File: src/rtl/uart_pkg.sv
// Shared encodings and oversampling constants for the UART receive/transmit slice.
// UART_RX_PARITY_EN widens the state encoding to make room for the parity state.
package uart_pkg;

    localparam int unsigned OS_RATE  = 16;
    localparam int unsigned MID_TICK = 7;

    localparam logic [1:0] IDLE   = 2'b00;
    localparam logic [1:0] START  = 2'b01;
    localparam logic [1:0] DATA   = 2'b10;
    localparam logic [1:0] STOP   = 2'b11;
    localparam logic [2:0] PARITY = 3'b100;

`ifdef UART_RX_PARITY_EN
    localparam int unsigned STATE_W = 3;
`else
    localparam int unsigned STATE_W = 2;
`endif

    typedef enum logic [STATE_W-1:0] {
        ST_IDLE  = STATE_W'(IDLE),
        ST_START = STATE_W'(START),
        ST_DATA  = STATE_W'(DATA),
        ST_STOP  = STATE_W'(STOP)
`ifdef UART_RX_PARITY_EN
        , ST_PARITY = STATE_W'(PARITY)
`endif
    } state_e;

endpackage

File: src/rtl/uart_rx_sync_2ff.sv
// Two-flop synchronizer for an asynchronous single-bit input.
// RST_VAL selects the flop reset value so idle-high lines do not glitch out of reset.
module sync_2ff #(
    parameter logic RST_VAL = 1'b1
) (
    input  logic clk,
    input  logic reset,
    input  logic d,
    output logic q
);

    logic meta_q;
    logic sync_q;

    always_ff @(posedge clk) begin
        if (reset) begin
            meta_q <= RST_VAL;
            sync_q <= RST_VAL;
        end else begin
            meta_q <= d;
            sync_q <= meta_q;
        end
    end

    assign q = sync_q;

endmodule

File: src/rtl/uart_rx.sv
// 16x-oversampled UART receiver: start detect, mid-bit sampling, LSB-first deserializer.
// Optional parity check and parity_err port are enabled by defining UART_RX_PARITY_EN.
module uart_rx
    import uart_pkg::*;
#(
    parameter int unsigned DBIT    = 8,
    parameter int unsigned SB_TICK = 16
`ifdef UART_RX_PARITY_EN
    ,
    parameter logic        PARITY_ODD = 1'b0
`endif
) (
    input  logic       clk,
    input  logic       reset,
    input  logic       rx,
    input  logic       s_tick,
    output logic       rx_done_tick,
    output logic [7:0] dout,
    output logic       frame_err
`ifdef UART_RX_PARITY_EN
    ,
    output logic       parity_err
`endif
);

    state_e      state_q;
    logic [4:0]  s_q;
    logic [2:0]  n_q;
    logic [7:0]  b_q;
    logic        done_q;
    logic        ferr_q;
    logic        rx_s;
    logic [7:0]  dout_w;
`ifdef UART_RX_PARITY_EN
    logic        par_q;
    logic        perr_q;
`endif

    sync_2ff #(.RST_VAL(1'b1)) u_sync (
        .clk   (clk),
        .reset (reset),
        .d     (rx),
        .q     (rx_s)
    );

    // Bits enter at the MSB, so a short frame ends up left-justified in b_q.
    assign dout_w = b_q >> (8 - DBIT);

    always_ff @(posedge clk) begin
        if (reset) begin
            state_q <= ST_IDLE;
            s_q     <= '0;
            n_q     <= '0;
            b_q     <= '0;
            done_q  <= 1'b0;
            ferr_q  <= 1'b0;
`ifdef UART_RX_PARITY_EN
            par_q   <= 1'b0;
            perr_q  <= 1'b0;
`endif
        end else begin
            done_q <= 1'b0;
            ferr_q <= 1'b0;
`ifdef UART_RX_PARITY_EN
            perr_q <= 1'b0;
`endif
            case (state_q)
                ST_IDLE: begin
                    if (!rx_s) begin
                        state_q <= ST_START;
                        s_q     <= '0;
                    end
                end
                ST_START: begin
                    if (s_tick) begin
                        if (s_q == 5'(MID_TICK)) begin
                            s_q <= '0;
                            if (!rx_s) begin
                                state_q <= ST_DATA;
                                n_q     <= '0;
                            end else begin
                                state_q <= ST_IDLE;
                            end
                        end else begin
                            s_q <= s_q + 5'd1;
                        end
                    end
                end
                ST_DATA: begin
                    if (s_tick) begin
                        if (s_q == 5'(OS_RATE - 1)) begin
                            s_q <= '0;
                            b_q <= {rx_s, b_q[7:1]};
                            if (n_q == 3'(DBIT - 1)) begin
`ifdef UART_RX_PARITY_EN
                                state_q <= ST_PARITY;
`else
                                state_q <= ST_STOP;
`endif
                            end else begin
                                n_q <= n_q + 3'd1;
                            end
                        end else begin
                            s_q <= s_q + 5'd1;
                        end
                    end
                end
`ifdef UART_RX_PARITY_EN
                ST_PARITY: begin
                    if (s_tick) begin
                        if (s_q == 5'(OS_RATE - 1)) begin
                            s_q     <= '0;
                            par_q   <= rx_s;
                            state_q <= ST_STOP;
                        end else begin
                            s_q <= s_q + 5'd1;
                        end
                    end
                end
`endif
                ST_STOP: begin
                    if (s_tick) begin
                        if (s_q == 5'(SB_TICK - 1)) begin
                            done_q  <= 1'b1;
                            ferr_q  <= ~rx_s;
`ifdef UART_RX_PARITY_EN
                            perr_q  <= ((^dout_w) ^ par_q) != PARITY_ODD;
`endif
                            state_q <= ST_IDLE;
                        end else begin
                            s_q <= s_q + 5'd1;
                        end
                    end
                end
                default: state_q <= ST_IDLE;
            endcase
        end
    end

    assign rx_done_tick = done_q;
    assign frame_err    = ferr_q;
    assign dout         = dout_w;
`ifdef UART_RX_PARITY_EN
    assign parity_err   = perr_q;
`endif

endmodule
File: config.mk
export PLATFORM = sky130hd
export DESIGN_NAME = uart_rx
export DESIGN_NICKNAME = d
export VERILOG_FILES = /design/src/rtl/uart_pkg.sv /design/src/rtl/uart_rx_sync_2ff.sv /design/src/rtl/uart_rx.sv
export SDC_FILE = /design/constraint.sdc
export NUM_CORES = 1
export LEC_CHECK = 0
export BUFFER_PORTS_ARGS = -buffer_cell sky130_fd_sc_hd__buf_2
export CORE_MARGIN = 1
export CORE_UTILIZATION = 55
export DETAILED_ROUTE_END_ITERATION = 6
export PLACE_DENSITY = 0.76
export REMOVE_ABC_BUFFERS = 1
export SYNTH_ARGS = -nofsm -noshare
export SYNTH_HDL_FRONTEND = slang
export SYNTH_SLANG_ARGS = --single-unit
File: constraint.sdc
create_clock -name clk -period 3.1 [get_ports clk]
set_input_delay 0.155 -clock clk [delete_from_list [all_inputs] [get_ports clk]]
set_output_delay 0.155 -clock clk [all_outputs]
set_load 0.03 [all_outputs]
After elaboration in Yosys (flattened, before gate mapping)
Index checks and enable logic that the tools add are counted.

Mux-type cells: 26. Reduce and logical (&&, ||, !) cells: 8. Add/sub/neg operators: 2. Equality and inequality tests: 17. Bitwise operators: 4.

Operator list (number): 5-bit 2-to-1 mux (7); 2-bit != test (second input constant) (11); 5-bit case mux with 4 select lines (1); 2-bit 2-to-1 mux (9); 3-bit 2-to-1 mux (6); 2-bit case mux with 4 select lines (1); 8-bit AND reduction (1); 7-bit AND reduction (1); 3-bit case mux with 2 select lines (1); 5-bit by 1-bit adder with 5-bit output (second input constant) (1); 5-bit by 3-bit equality test with 1-bit output (second input constant) (1); 5-bit by 4-bit equality test with 1-bit output (second input constant) (1); 5-bit AND reduction (1); 2-bit equality test (second input constant) (2); 1-bit NOT (4); 4-bit OR reduction (1); 3-bit by 1-bit adder with 3-bit output (second input constant) (1); 3-bit equality test (second input constant) (1); 3-bit AND reduction (1); 3-bit OR reduction (1); 2-bit by 1-bit equality test with 1-bit output (second input constant) (1); 2-bit logical NOT (1); 2-bit nonzero test (1); 1-bit 2-to-1 mux (1).

Output and inout port bits: 10. Register bits after elaboration: 22. Input bits: 4.

Longest topological paths before layout
Gate-level depths: netlist of run 1.

Depth after elaboration: 5. Gate-level depth with buffers: 7. Mapped depth without buffers: 6.

Modules after synthesis
A second synthesis of run 1 with hierarchy kept.

Cell total of the unflattened synthesis: 111. Area, all modules: 1076.0 sq um.

Modules (own cells, without submodules): uart_rx (cells an instance 107, area an instance 1023.5 sq um, instances 1, sequential area each 400.4 sq um); sync_2ff (cells an instance 4, area an instance 52.6 sq um, instances 1, sequential area each 40.0 sq um).

Worst setup path after synthesis of run 1
Ideal clock, no wire load.

Path type: register to register. From: register s_q[0]. To: register s_q[3]. Arrival: 1.654 ns. Required time: 3.027 ns. Path buffers: 1. Path slack: 1.373 ns. Cell stages (with the launch flop): 7. Cells stage by stage: dfxtp_1 ha_1 and3b_1 buf_6 and3_4 or4_4 o211ai_2.

Word-level cells in the longest chain between the ends: 4.

Ends and longest elaborated chain: start, declared (RTL line uart_rx.sv:27) `logic [4:0] s_q;`; start signal, assigned (RTL line uart_rx.sv:85) `s_q <= s_q + 5'd1;`; start signal, assigned (RTL line uart_rx.sv:104) `s_q <= s_q + 5'd1;`; start signal, assigned (RTL line uart_rx.sv:131) `s_q <= s_q + 5'd1;`; 5-bit by 1-bit adder with 5-bit output (tied with other cells) (RTL line uart_rx.sv:85, uart_rx.sv:104, uart_rx.sv:131); 5-bit 2-to-1 mux, on equally long branches (RTL line uart_rx.sv:123, uart_rx.sv:76, uart_rx.sv:91); 5-bit 2-to-1 mux, on equally long branches (RTL line uart_rx.sv:122, uart_rx.sv:75, uart_rx.sv:90); 5-bit case mux with 4 select lines (RTL line uart_rx.sv:67) `case (state_q)`.

Parallel ways exist; a longest one is shown, timed or not. The select of a mux whose other input is x is not followed. A chain may end at the register's enable or synchronous reset.

Final worst setup path of run 1
From: register s_q[0]. To: register b_q[4], in the netlist dout[4].

Word-level cells in the longest chain between the ends: 2.

Ends and longest elaborated chain: 5-bit by 4-bit equality test with 1-bit output (RTL line uart_rx.sv:91) `if (s_q == 5'(OS_RATE - 1)) begin`; 3-bit AND reduction (no source line); end signal, assigned (RTL line uart_rx.sv:93) `b_q <= {rx_s, b_q[7:1]};`; end, declared (RTL line uart_rx.sv:29) `logic [7:0] b_q;`.

Every way passes these cells.

==> flow_summary_export.csv, run 1 <==
group,metric,value,unit
run_status,status,"completed",
clock_tree,cts_tree,"yes",
worst_setup_path,cp.required,3320,ps
clock_tree,cts.sinks,22,
final_layout,layout.cells.non_filler,148,
worst_setup_path,cp.arrival,2120,ps
floorplanning,die_area,2060,µm²
place,io_buffers,13,
logic_synthesis,synth-edff-count,0,
sta,finalWorstPathRequiredPeriod,1910,ps
logic_synthesis,async_reset_ff_frac,0,
sta,holdWs,201,ps
grt,grt_usage,0.225,
sta,min_period_over_period,0.615,
logic_synthesis,syn_area,1030,µm²
grt,grt_antenna_before_repair,0,
grt,grt_pass1_vias,770,
place,dp_cells,143,
clock_tree,cts-resized-gates,0,
worst_setup_path,rr_worst_depth,5,
sta,worst_slew_pin_slew,488,ps
logic_synthesis,synth_warnings,0,
pwr,powerDensity,456,nW/µm²
floorplanning,core_area,1750,µm²
logic_synthesis,ys.flop_type,"dfxtp_1",
logic_synthesis,synth_top_area_cell,"dfxtp_1",
clock_tree,holdBufCountCts,0,
grt,grt-ovfl-total,0,
worst_setup_path,criticalPathCategory,"flop to flop",
final_layout,diodes,0,
clock_tree,clk_pin_slew_worst_paths,130,ps
drt,route.detailed.drc,0,
min_path,hold_path_class,"input port to flop",
place,pre_cts_slack,1180,ps
final_layout,syn_to_final_growth,11.6,%
grt,grt_max_degree,21,
sta,drv_slew,0,
sta,finalSetupViolCount,0,
logic_synthesis,yosysTopAreaCellShare,0.426,
logic_synthesis,synthCells,112,
floorplanning,rows,15,
sta,tns,0,ps
floorplanning,num_io_pins,14,
clock_tree,cts-root-buf,"clkbuf_4",
logic_synthesis,seq_area_frac_synth,0.426,
place,place.gp.congestion,0.864,
clock_tree,h-tree-depth,1,
pwr,vdd_ir_drop_max,0.345,mV
run,drv_cap,0,
clock_tree,numCtsBuffers,3,
drt,drt-wirelength-per-cell,13.5,µm
final_layout,drive_gt1_frac,0.163,
worst_setup_path,worstPathMaxFanout,9,
drt,ant_nets,0,
drt,vias,847,
logic_synthesis,yosys_register_bits,22,
clock_tree,cts_setup_buffers,0,
logic_synthesis,synth_most_common_cell,"dfxtp_1",
clock_tree,clkLatencyLatePin,320,ps
final_layout,nets,132,
drt,wirelength,2000,µm
logic_synthesis,ys_types,34,
sta,max_slew_margin,0.675,
logic_synthesis,synth_commonest_cells,"22 x dfxtp_1, 10 x nor2_1, 8 x mux2i_1, 7 x a21oi_1, 6 x nand2_1",
logic_synthesis,synth.area.top_cells,"dfxtp_1 43%, mux2i_1 7.7%, ha_1 4.8%",
sta,fin_ws,1190,ps
drt,via_per_inst,5.72,
logic_synthesis,avgSynthCellArea,9.23,µm²
sta,hold_viol,0,
drt,dr.pass1.iters,4,
floorplanning,start_util,0.592,
sta,rsz0062_at_grt,"false",
min_path,hold_path_depth,2,
place,dp_hpwl,1380,µm
worst_setup_path,startpoint_type,"flop",
worst_setup_path,end_kind,"flop",
sta,fmax,0.525,GHz
floorplanning,die_h,45.4,µm
clock_tree,clock_path_buffers,2,
drt,drt-initial-drc-count,18,
pwr,leakage,0.440,nW
sta,fin_skew,13.1,ps
grt,grt_first_pass_wirelength,3280,µm
floorplanning,die_x,45.4,µm
## layer usage
metal | global-route usage | share of wire | vias up
li1 | - | - | 427
met1 | 0.295 | 0.46 | 402
met2 | 0.359 | 0.49 | 14
met3 | 0.0360 | 0.022 | 4
met4 | 0.109 | 0.021 | 0
met5 | 0 | 0 | -
## worst paths after layout
| path | from | end | slack [ps] |
|---|---|---|---|
| worst max-delay path | s_q[0] | dout[4] | 1190 |
| worst min register to register | u_sync.meta_q | u_sync.q | 420 |
| worst max register to register | s_q[0] | dout[4] | 1190 |
| worst min-delay path | reset | dout[7] | 200 |
## state kept, by name, summed over array words and instances, names as in the netlist, named ones only
signal	flops
rx_done_tick	1
n_q	3
u_sync.meta_q	1
s_q	5
frame_err	1
u_sync.q	1
dout	8
state_q	1
## report_power, final
group / internal [W] / leakage, nW / switching (W)
logic: 0.00000577 / 0.235 / 0.0000104
clock network: 0.000131 / 0.0279 / 0.0000913
registers: 0.000285 / 0.178 / 0.00000299
total: 0.000421 / 0.440 / 0.000105
## per-stage QoR
stage | utilization | total power [W] | instance area (µm²)
floorplan | - | 0.000300 | 995
global placement | 0.625 | 0.000308 | 1090
detailed placement | 0.625 | 0.000309 | 1090
CTS | 0.655 | 0.000524 | 1140
global route | 0.661 | 0.000540 | 1150
finish | 0.661 | 0.000526 | 1150
## placed cells by master, fill, tap and decap left out, types with 2 or more instances in the layout
cell type,count
dfxtp_1,22
buf_2,13
nor2_1,10
mux2i_1,8
a21oi_1,7
nand2_1,6
nand3_1,5
or2_1,5
inv_1,4
o21ai_1,4
o211ai_1,4
ha_1,4
nor3_1,3
clkbuf_4,3
and3_1,2
nor2b_1,2
a211o_1,2
o31ai_1,2
## critical path: stages (launching register included)
cell and delay (ps):
dfxtp_1 390, ha_1 250, and3b_1 320, and4_1 530
mux2i_1 260, nor2_1 50
## layout make-up
type,instances,area [µm²]
tap,25,31.3
sequential,22,440
fill,160,592
timing repair buffer,14,75.1
clock buffer,3,22.5
inverter,4,15.0
multi-input combinational,79,539
clock inverter,1,30.0
## logic make-up after synthesis
logic type,after synthesis,share of synthesized area
buf+inv,11,0.0521
xor+xnor,1,0.00848
fa+ha+maj,4,0.0484
compound gates,23,0.149
simple gates,43,0.239
mux,8,0.0775
flops,22,0.426
No activity file was read; power rests on OpenSTA's default activity.
==> inputs of run 2 (changes only) <==
--- a/config.mk
+++ b/config.mk
@@ -7,9 +7,9 @@
 export LEC_CHECK = 0
 export BUFFER_PORTS_ARGS = -buffer_cell sky130_fd_sc_hd__buf_2
 export CORE_MARGIN = 1
-export CORE_UTILIZATION = 55
+export CORE_UTILIZATION = 49
 export DETAILED_ROUTE_END_ITERATION = 6
-export PLACE_DENSITY = 0.76
+export PLACE_DENSITY = 0.71
 export REMOVE_ABC_BUFFERS = 1
 export SYNTH_ARGS = -nofsm -noshare
 export SYNTH_HDL_FRONTEND = slang
==> constraint.sdc (replaced) <==
create_clock -name clk -period 1.5 [get_ports clk]
set_input_delay 0.075 -clock clk [delete_from_list [all_inputs] [get_ports clk]]
set_output_delay 0.075 -clock clk [all_outputs]
set_load 0.03 [all_outputs]
==> run 2 against run 1 <==
Effect of this change: the flow now finishes with violations (setup timing); clock power increased by 47%; register-to-register slack got worse by 1400 ps; non-clock buffer count increased by 25; clock-buffer cell count increased by 1; global-route usage increased by 2.0 points; sequential power increased by 110%; first-iteration DRC count increased by 130%; power increased by 83%; cell area increased by 24%; sequential share of layout area decreased by 6.7 points; largest power group unchanged; highest routed layer unchanged.
==> flow_summary_export.csv, run 2 (same netlist as run 1, synthesis figures left out) <==
group,metric,value,unit
worst_setup_path,criticalPathCategory,"flop to flop",
drt,route.detailed.drc,0,
worst_setup_path,startpoint_type,"flop",
drt,ant_nets,0,
pwr,leakage,0.557,nW
final_layout,diodes,0,
grt,grt_max_degree,17,
run_status,status,"finished, violations left",
worst_setup_path,cp.required,1750,ps
floorplanning,die_x,47.9,µm
sta,fmax,0.578,GHz
grt,grt_pass1_vias,891,
sta,min_period_over_period,1.15,
place,dp_hpwl,1550,µm
worst_setup_path,cp.arrival,1980,ps
sta,rsz0062_at_grt,"true",
sta,worst_slew_pin_slew,439,ps
worst_setup_path,rr_worst_depth,6,
drt,drt-wirelength-per-cell,14.7,µm
floorplanning,start_util,0.521,
place,place.gp.congestion,0.813,
min_path,min_from,"s_tick",
clock_tree,clock_path_buffers,2,
worst_setup_path,worst-path-stages,6,
grt,grt_antenna_before_repair,0,
worst_setup_path,critPathTopFamily,"simple AND/OR/NAND/NOR gates",
sta,max_slew_margin,0.703,
place,io_buffers,13,
worst_setup_path,worstPathMaxFanout,3,
final_layout,final_common_cell,"buf_4",
clock_tree,cts.sinks,22,
grt,grt_first_pass_wirelength,3880,µm
worst_setup_path,worstSetupStartpoint,"n_q[1]",
worst_setup_path,slowest_delay,430,ps
grt,grt_usage,0.245,
final_layout,utilization,0.719,
worst_setup_path,crit_path_top_delay_cell,"or3b_1",
worst_setup_path,r2r_slack,-230,ps
drt,wirelength,2570,µm
floorplanning,core_area,1980,µm²
sta,fin_ws,-231,ps
final_layout,fill_cells,139,
sta,finalWorstPathRequiredPeriod,1730,ps
floorplanning,num_io_pins,14,
worst_setup_path,end_kind,"flop",
drt,dr.pass1.iters,4,
worst_setup_path,cp_num_buf_inv,0,
min_path,hold_path_class,"input port to flop",
drt,vias,994,
drt,drt-initial-drc-count,42,
worst_setup_path,path_cells,"ha_4, ha_4, nor4bb_4, o211ai_1, or3b_1, a21oi_2",
run,drv_cap,0,
floorplanning,rows,16,
sta,hold_viol,0,
worst_setup_path,critPathMostFrequentCell,"ha_4",
clock_tree,cts-root-buf,"clkbuf_4",
sta,fin_skew,1.75,ps
sta,holdWs,141,ps
clock_tree,h-tree-depth,1,
run_status,violations,"setup timing",
grt,grt-ovfl-total,0,
drt,via_per_inst,5.68,
clock_tree,numCtsBuffers,3,
clock_tree,clk_pin_slew_worst_paths,120,ps
final_layout,final_cell_mix,"21 x buf_4, 16 x dfxtp_1, 13 x buf_2",
min_path,hold_path_depth,3,
worst_setup_path,reg2reg_from,"n_q[1]",
floorplanning,die_area,2300,µm²
pwr,powerDensity,677,nW/µm²
clock_tree,cts_tree,"yes",
final_layout,largest_reg_flops,8,
sta,finalSetupViolCount,15,
clock_tree,clkLatencyLatePin,300,ps
floorplanning,die_h,47.9,µm
final_layout,drive_gt1_frac,0.399,
final_layout,nets,157,
final_layout,syn_to_final_growth,37.9,%
pwr,vdd_ir_drop_max,0.686,mV
sta,drv_slew,0,
run 2: cell type report:
class / count / area, µm² / share of cell area
inverter: 4 / 15.0 / 0.0105
timing repair buffer: 39 / 293 / 0.205
sequential: 22 / 448 / 0.314
multi-input combinational: 79 / 599 / 0.421
clock buffer: 4 / 36.3 / 0.0255
tap: 27 / 33.8 / 0.0237
run 2: what timing repair did:
item                                    4_1_cts  5_1_grt
setup buffers                                 6        1
pin swaps                                    15       14
endpoints found under the hold margin         2        0
hold buffers                                  2        0
resized for setup                            14        7
cloned                                        1        0
endpoints found under the setup margin       15       17
run 2: final timing paths:
| check | end |
|---|---|
| max reg2reg | n_q[0] |
| max | n_q[0] |
| min | s_q[2] |
| min reg2reg | u_sync.q |
run 2: routing by layer:
metal	vias up	GRT usage	wire, µm
li1	474	-	-
met2	43	0.400	1270
met5	-	0	0
met3	12	0.0377	133
met4	0	0.150	84
met1	465	0.301	1080
run 2: worst register-to-register path, delay by kind of cell (launching register included):
family          cells  cell delay [ps]
compound gates      2              290
fa+ha+maj           2              340
simple gates        2              690
flops               1              360
run 2: stage by stage:
step	cell area, µm²	std cells	TNS [ps]	worst slack, ps	power, W
after floorplan	995	105	-2030	-176	0.000620
after global placement	1230	162	-1520	-158	0.000644
after detailed placement	1230	162	-1760	-229	0.000645
after CTS	1410	175	-1550	-173	0.000972
after global routing	1430	175	-2520	-333	0.000999
final	1430	175	-1650	-231	0.000965
run 2: report_power, final:
part,leakage [nW],switching (W),total [W],internal (W)
registers,0.181,0.00000660,0.000595,0.000589
clock network,0.0210,0.000178,0.000326,0.000148
logic,0.355,0.0000244,0.0000441,0.0000197
